### config.mk
export PLATFORM = sky130hd
export DESIGN_NAME = seq_multiplier
export DESIGN_NICKNAME = d
export VERILOG_FILES = /design/src/rtl/seq_multiplier.sv
export SDC_FILE = /design/constraint.sdc
export NUM_CORES = 1
export LEC_CHECK = 0
export CORE_UTILIZATION = 45
export CTS_CLUSTER_SIZE = 12
export DETAILED_ROUTE_END_ITERATION = 12
export DONT_BUFFER_PORTS = 1
export MAX_ROUTING_LAYER = met4
export SLEW_MARGIN = 40
export SYNTH_ARGS = -nofsm -noshare
export SYNTH_HDL_FRONTEND = slang
export SYNTH_SLANG_ARGS = --single-unit
### constraint.sdc
create_clock -name clk -period 4.9 [get_ports clk]
set_input_delay 0.98 -clock clk [delete_from_list [all_inputs] [get_ports clk]]
set_output_delay 0.98 -clock clk [all_outputs]
set_load 0.01 [all_outputs]
### src/rtl/seq_multiplier.sv
// Iterative unsigned shift-and-add multiplier: one partial product per cycle through a single Adder.
// Define SEQ_MUL_ACC_EN to add the acc port and the ACC_LO/ACC_HI states (product = a*b + acc).

module Adder #(
    parameter int n = 32
) (
    input  logic [n-1:0] x_i,
    input  logic [n-1:0] y_i,
    input  logic         cin_i,
    output logic [n-1:0] z_o,
    output logic         cout_o
);
    assign {cout_o, z_o} = {1'b0, x_i} + {1'b0, y_i} + {{n{1'b0}}, cin_i};
endmodule

module seq_multiplier #(
    parameter int n = 32
) (
    input  logic           clk,
    input  logic           rst_n,
    input  logic           start_i,
    input  logic [n-1:0]   a_i,
    input  logic [n-1:0]   b_i,
`ifdef SEQ_MUL_ACC_EN
    input  logic [n-1:0]   acc_i,
`endif
    output logic           ready_o,
    output logic           done_o,
    output logic [2*n-1:0] product_o
);
    localparam int CW = $clog2(n) + 1;

`ifdef SEQ_MUL_ACC_EN
    typedef enum logic [2:0] {
        IDLE = 3'd0, RUN = 3'd1, ACC_LO = 3'd2, ACC_HI = 3'd3, DONE = 3'd4
    } state_t;
`else
    typedef enum logic [1:0] {
        IDLE = 2'd0, RUN = 2'd1, DONE = 2'd2
    } state_t;
`endif

    state_t         state_q, state_d;
    logic [n-1:0]   m_q, m_d;
    logic [2*n:0]   p_q, p_d;
    logic [CW-1:0]  cnt_q, cnt_d;
    logic [2*n-1:0] product_q, product_d;
    logic           ready_q, done_q;
`ifdef SEQ_MUL_ACC_EN
    logic [n-1:0]   acc_q, acc_d;
`endif

    logic [n-1:0]   add_x_s, add_y_s, add_z_s;
    logic           add_cin_s, add_cout_s;

    Adder #(.n(n)) u_adder (
        .x_i    (add_x_s),
        .y_i    (add_y_s),
        .cin_i  (add_cin_s),
        .z_o    (add_z_s),
        .cout_o (add_cout_s)
    );

    // Next-state, datapath steering and product capture.
    always_comb begin
        state_d   = state_q;
        m_d       = m_q;
        p_d       = p_q;
        cnt_d     = cnt_q;
        product_d = product_q;
`ifdef SEQ_MUL_ACC_EN
        acc_d     = acc_q;
`endif
        add_x_s   = p_q[2*n-1:n];
        add_y_s   = {n{1'b0}};
        // P's top bit holds the saved low-half carry; it is zero everywhere except entering ACC_HI.
        add_cin_s = p_q[2*n];

        case (state_q)
            IDLE: begin
                if (start_i) begin
                    p_d     = {1'b0, {n{1'b0}}, b_i};
                    m_d     = a_i;
                    cnt_d   = CW'(n);
`ifdef SEQ_MUL_ACC_EN
                    acc_d   = acc_i;
`endif
                    state_d = RUN;
                end else begin
                    state_d = IDLE;
                end
            end
            RUN: begin
                add_y_s = p_q[0] ? m_q : {n{1'b0}};
                p_d     = {1'b0, add_cout_s, add_z_s, p_q[n-1:1]};
                cnt_d   = cnt_q - CW'(1);
                if (cnt_q == CW'(1)) begin
`ifdef SEQ_MUL_ACC_EN
                    state_d = ACC_LO;
`else
                    state_d = DONE;
`endif
                end else begin
                    state_d = RUN;
                end
            end
`ifdef SEQ_MUL_ACC_EN
            ACC_LO: begin
                add_x_s      = p_q[n-1:0];
                add_y_s      = acc_q;
                p_d[n-1:0]   = add_z_s;
                p_d[2*n]     = add_cout_s;
                state_d      = ACC_HI;
            end
            ACC_HI: begin
                p_d[2*n-1:n] = add_z_s;
                p_d[2*n]     = 1'b0;
                state_d      = ACC_HI == ACC_HI ? DONE : DONE;
            end
`endif
            DONE: begin
                state_d = IDLE;
            end
            default: begin
                state_d = IDLE;
            end
        endcase

        if ((state_d == DONE) && (state_q != DONE)) begin
            product_d = p_d[2*n-1:0];
        end else begin
            product_d = product_q;
        end
    end

    // State and datapath registers with synchronous active-low reset.
    always_ff @(posedge clk) begin
        if (!rst_n) begin
            state_q   <= IDLE;
            m_q       <= {n{1'b0}};
            p_q       <= {(2*n+1){1'b0}};
            cnt_q     <= {CW{1'b0}};
            product_q <= {(2*n){1'b0}};
            ready_q   <= 1'b1;
            done_q    <= 1'b0;
`ifdef SEQ_MUL_ACC_EN
            acc_q     <= {n{1'b0}};
`endif
        end else begin
            state_q   <= state_d;
            m_q       <= m_d;
            p_q       <= p_d;
            cnt_q     <= cnt_d;
            product_q <= product_d;
            ready_q   <= (state_d == IDLE);
            done_q    <= (state_d == DONE);
`ifdef SEQ_MUL_ACC_EN
            acc_q     <= acc_d;
`endif
        end
    end

    assign ready_o   = ready_q;
    assign done_o    = done_q;
    assign product_o = product_q;
endmodule
# Word-level counts from Yosys, hierarchy flattened
# Index checks and enable logic that the tools add are counted.
dict set report op_classes {
  add_sub_neg 3
  n_reduce_logical 6
  eq_ne 5
  mux 9
}
# op count
set op_table {}
lappend op_table {{$pmux W65 S2} 1}
lappend op_table {{$mux W65} 1}
lappend op_table {{$mux W32} 2}
lappend op_table {{$add A32 B32 Y33} 1}
lappend op_table {{$add A33 B1 Y33} 1}
lappend op_table {{$pmux W6 S2} 1}
lappend op_table {{$eq A6 B1 Y1 const B} 1}
lappend op_table {{$mux W6} 1}
lappend op_table {{$sub A6 B1 Y6 const B} 1}
lappend op_table {{$logic_not A2 Y1} 2}
lappend op_table {{$ne A2 B2 Y1 const B} 2}
lappend op_table {{$pmux W2 S2} 1}
lappend op_table {{$reduce_and A2 Y1} 2}
lappend op_table {{$eq A2 B1 Y1 const B} 1}
lappend op_table {{$eq A2 B2 Y1 const B} 1}
lappend op_table {{$mux W2} 1}
lappend op_table {{$reduce_bool A2 Y1} 1}
lappend op_table {{$logic_and A1 B1 Y1} 1}
lappend op_table {{$mux W1} 1}
dict set report word_totals {
  elab_cells 31
  register_bits 171
}

# Logic depth before layout (Yosys ltp)
dict set report depth {
  depth_word 5
  ltp_mapped 16
  depth_no_buf 12
}

# Cells and area by module
# Synthesis repeated with hierarchy kept, for this count alone.
dict set report unflattened {
  hier_cells 1052
  hier_area_um2 8481.9
}
# mod cells_per_inst area_per_inst_um2 instances seq_area_each_um2
set modules_own_cells {}
lappend modules_own_cells {seq_multiplier 808 6731.5 1 3403.3}
lappend modules_own_cells {Adder 244 1750.4 1 0.0}

# Least setup slack after synthesis
# Ideal clock, no wire load.
dict set report synth_path {
  kind {register to register}
  startpoint {reg state_q[0]}
  endpoint {reg p_q[62]}
  n_path_buf 5
  required_ns 4.783
  synth_period_minus_slack_ns 3.498
  t_arrival_ns 3.381
  path_stages_with_launch 17
  slack_ns 1.402
  path_cell_list {dfxtp_1 > clkbuf_1 > nor2b_1 > clkbuf_1 > clkbuf_1 > clkbuf_1 > and3_1 > ha_1 > clkbuf_1 > and4_1 > and3_1 > nand3_1 > and3_1 > a211oi_2 > a31oi_1 > xnor2_1 > a22o_1}
}
dict set report synth_between {
  elab_chain_len 5
  word_cells_on_any_way 6
  cone_classes {add/sub: 2; eq/ne: 1; mux: 2; reduce/logical: 1}
}
# element line
set synth_rtl {}
lappend synth_rtl {{start: declaration} 43} ;# state_t state_q, state_d;
lappend synth_rtl {{start signal: assignment} 150} ;# state_q <= state_d;
lappend synth_rtl {{$eq A2 B1 Y1} 79} ;# case (state_q)
lappend synth_rtl {{$mux W32} 79}
lappend synth_rtl {{$add A32 B32 Y33} 13} ;# assign {cout_o, z_o} = {1'b0, x_i} + {1'b0, y_i} + {{n{1'b0}}, cin_i};
lappend synth_rtl {{$add A33 B1 Y33} 13}
lappend synth_rtl {{$pmux W65 S2 (*)} 79}
lappend synth_rtl {{end signal: assignment} 141} ;# p_q <= {(2*n+1){1'b0}};
lappend synth_rtl {{end signal: assignment} 152} ;# p_q <= p_d;
lappend synth_rtl {{end: declaration} 45} ;# logic [2*n:0] p_q, p_d;
# Every way passes the cells marked *; elsewhere a longest branch is shown, timed or not.
# A chain may end at the register's enable or synchronous reset.

# Worst setup path after layout
# Same ends and word-level chain as after synthesis.

==> reports/results.tsv <==
stage	metric	value	unit
sta	setup_viol	0	
place	finalWeightedCongestion	0.868	
synth	yosysWarningCount	0	
critical_path	path_max_fanout	26	
place	dpl-instance-area	8230	µm²
power_and_ir_drop	power.density	353	nW/µm²
min_path	timing.hold.worst.class	reg -> reg	
clock_network	post_cts.resized_instances	0	
finish	layout-drive-gt1-share	0.0640	
finish	layout_commonest_cell	sky130_fd_sc_hd__nand2_1	
flow_run	drv.max_cap_violation_count	0	
synth	synth_seq_cells	170	
clock_network	post-cts-setup-buffer-count	0	
sta	final_hold_viol_count	0	
floorplanning	design.core.area	17500	µm²
sta	period_needed	3.22	ns
floorplanning	area_of_the_die	18600	µm²
routing	avgRoutedWirePerCell	17.3	µm
critical_path	crit_type	reg -> reg	
clock_network	clkTransAtPathRegs	0.06	ns
global_routing	globalRouteOverflowTotal	0	
min_path	hold_start	m_q[6]$_SDFFE_PN0P_	
synth	ys_async_sr_fraction	0	
sta	timing.slew.headroom	0.503	
critical_path	timing.reg2reg.setup_slack	1.68	ns
clock_network	max-clock-path-buffers	2	
floorplanning	floorplan.die.width	136	µm
synth	post_synthesis_cell_area	8120	µm²
clock_network	tritoncts.num_buffers	17	
synth	number_of_enable_type_register_cells_in_the_synthesized_netlist	0	
sta	skew	0.0118	ns
synth	syn-num-nets	1104	
floorplanning	io_pins	133	
power_and_ir_drop	intPower	0.00236	W
finish	design_area	8840	µm²
synth	post_synth_main_area_contributors	sky130_fd_sc_hd__dfxtp_1, sky130_fd_sc_hd__nand2_1, sky130_fd_sc_hd__a21oi_1	
clock_network	tritoncts	built	
critical_path	ff2ff_path_depth	12	
routing	vias	6742	
sta	fin_tns_setup	0	ns
power_and_ir_drop	net-switching-power	0.000760	W
sta	final.period_utilization	0.657	
place	port_buffers	0	
floorplanning	die_h	136	µm
routing	antenna_violating_nets_post_route	0	
routing	initialDrtViolationCount	460	
finish	final_core_utilization	0.506	
global_routing	grt_util_all_layers	0.235	
global_routing	grt_max_degree	66	
critical_path	r2r-start	state_q[0]$_SDFF_PN0_	
floorplanning	rows	48	
place	post-dp-hpwl	13600	µm
synth	netlist.area_leader.share	0.419	
power_and_ir_drop	power.static_leakage	3.57	nW
global_routing	antenna_found_initial	0	
sta	grt_setup_unrepaired	false	
run_status	outcome	complete, no violations	
clock_network	clock_insertion_delay_worst_skew	0.42	ns
synth	yosysUniqueCellTypes	58	
sta	maxClockFrequency	311	MHz
critical_path	critical_path_required	5.22	ns
critical_path	timing.rr.end	p_q[62]$_SDFF_PN0_	
synth	synth-seq-area-share	0.419	
power_and_ir_drop	clock_power_share	0.451	
power_and_ir_drop	worst_ir_drop_vdd	0.242	mV
critical_path	critical_path_arrival	3.53	ns
finish	fin_nets	1058	
power_and_ir_drop	combPwrFrac	0.076	
routing	firstDrtPassIters	5	
global_routing	vias_in_the_first_global_route	6329	
critical_path	startpoint_type	flip-flop	
routing	drt-total-wl	20600	µm
power_and_ir_drop	seqPwrFrac	0.474	
synth	avgSynthCellArea	8.11	µm²
finish	layout_common_cells	sky130_fd_sc_hd__nand2_1, sky130_fd_sc_hd__dfxtp_1, sky130_fd_sc_hd__a21oi_1, sky130_fd_sc_hd__nor2_1, sky130_fd_sc_hd__o21ai_0	
min_path	holdPathStages	2	
global_routing	grt_first_pass_wirelength	33300	µm
clock_network	cts_max_level	4	
sta	worst-slew-pin-transition	0.746	ns
finish	n_antenna_cell	0	
power_and_ir_drop	switching_share	0.244	
synth	syn_inst	1001	
clock_network	cts_root_buffer	sky130_fd_sc_hd__clkbuf_16	
sta	timing_max_transition_violations_final	0	
synth	synth_area_leader_cell	sky130_fd_sc_hd__dfxtp_1	
critical_path	timing.critical_path.to_type	flip-flop	
min_path	worstHoldEndpoint	m_q[6]$_SDFFE_PN0P_	
clock_network	cts.sink_count	170	
clock_network	cts_hold_repair.buffers	0	
routing	drcViolationCount	0	
finish	area_delta_synth_final	8.89	%
synth	yosys_most_used_dff	sky130_fd_sc_hd__dfxtp_1	
floorplanning	floorplan.initialDensity	0.465	
routing	route.detailed.vias_per_inst	5.65	
sequential cells by signal, indices dropped and copies added, names as in the netlist:
register   flops
m_q           32
product_o     64
state_q        2
cnt_q          6
done_o         1
p_q           64
ready_o        1
layer usage:
layer / vias to the layer above / global-route usage / share of wire / routed length [µm]
li1: 3425 / - / - / -
met1: 3167 / 0.312 / 0.49 / 10200
met2: 141 / 0.365 / 0.46 / 9550
met3: 9 / 0.0474 / 0.038 / 783
met4: 0 / 0.0506 / 0.0071 / 147
met5: - / - / 0 / 0
final cells by class:
type / instances / area [µm²]
tap: 225 / 282
fill: 1747 / 8630
clock buffer: 23 / 478
multi-input combinational: 743 / 4400
inverter: 10 / 40.0
sequential: 170 / 3400
clock inverter: 9 / 138
timing repair buffer: 13 / 97.6
worst max-delay path by stage:
stage | startpoint | to | slack (ns) | cells past startpoint
3_3_place_gp | p_q[0]$_SDFF_PN0_ | p_q[63]$_SDFF_PN0_ | 1.48 | 11
2_1_floorplan | state_q[0]$_SDFF_PN0_ | p_q[62]$_SDFF_PN0_ | 1.40 | 16
3_5_place_dp | state_q[0]$_SDFF_PN0_ | p_q[62]$_SDFF_PN0_ | 1.74 | 12
6_report | state_q[0]$_SDFF_PN0_ | p_q[62]$_SDFF_PN0_ | 1.68 | 12
5_1_grt | state_q[0]$_SDFF_PN0_ | p_q[62]$_SDFF_PN0_ | 1.46 | 12
4_1_cts | state_q[0]$_SDFF_PN0_ | p_q[62]$_SDFF_PN0_ | 1.71 | 12
stage by stage:
stage               power [W]  setup WS, ns  cells  hold slack (ns)
finish                0.00312          1.68   1193            0.451
global route          0.00324          1.46   1193            0.477
CTS                   0.00315          1.71   1193            0.451
detailed placement    0.00175          1.74   1161            0.442
global placement      0.00174          1.48   1161            0.439
floorplan             0.00168          1.40   1001            0.432
synth_stat cells, types with 7 or more instances:
master,number
sky130_fd_sc_hd__xor2_1,8
sky130_fd_sc_hd__nand2_1,198
sky130_fd_sc_hd__xnor2_1,20
sky130_fd_sc_hd__a211oi_1,12
sky130_fd_sc_hd__and3_1,42
sky130_fd_sc_hd__nand3_1,13
sky130_fd_sc_hd__and2_1,38
sky130_fd_sc_hd__a21o_1,12
sky130_fd_sc_hd__or3_1,10
sky130_fd_sc_hd__a31oi_1,7
sky130_fd_sc_hd__o21ai_0,49
sky130_fd_sc_hd__a22oi_1,47
sky130_fd_sc_hd__a21oi_1,107
sky130_fd_sc_hd__nor2_1,50
sky130_fd_sc_hd__o211ai_1,9
sky130_fd_sc_hd__dfxtp_1,170
sky130_fd_sc_hd__ha_1,35
sky130_fd_sc_hd__inv_1,10
sky130_fd_sc_hd__clkbuf_1,72
sky130_fd_sc_hd__nand4_1,9
sky130_fd_sc_hd__a22o_1,14
worst max-delay path: stages (launching register included):
cell and delay [ns]:
sky130_fd_sc_hd__dfxtp_1 0.31, sky130_fd_sc_hd__nor2b_2 0.17, sky130_fd_sc_hd__buf_4 0.21, sky130_fd_sc_hd__and3_1 0.20, sky130_fd_sc_hd__ha_1 0.41, sky130_fd_sc_hd__and4_1 0.26, sky130_fd_sc_hd__and3_1 0.18, sky130_fd_sc_hd__nand3_1 0.09
sky130_fd_sc_hd__and3_1 0.26, sky130_fd_sc_hd__a211oi_2 0.41, sky130_fd_sc_hd__a31oi_1 0.23, sky130_fd_sc_hd__xnor2_1 0.17, sky130_fd_sc_hd__a22o_1 0.20
logic make-up (layout without fill, tap and decap cells):
group                      count (synthesis)  in the layout  share of synthesized area
AOI/OAI and AO/OA                        300            300                      0.238
and+or+nand+nor                          378            378                      0.214
xor gates and xnor gates                  28             28                     0.0302
DFF                                      170            170                      0.419
muxes                                      1              1                    0.00139
adders and majority gates                 36             36                     0.0564
buffers and inverters                     88             55                     0.0408
power by group through the flow:
stage,Sequential (W),Clock [W],Combinational (W)
after floorplan,0.00149,0,0.000189
after global placement,0.00151,0,0.000234
after detailed placement,0.00151,0,0.000238
after CTS,0.00148,0.00143,0.000239
after global routing,0.00148,0.00149,0.000271
final,0.00148,0.00141,0.000236
Power figures use the tool's default switching activity.
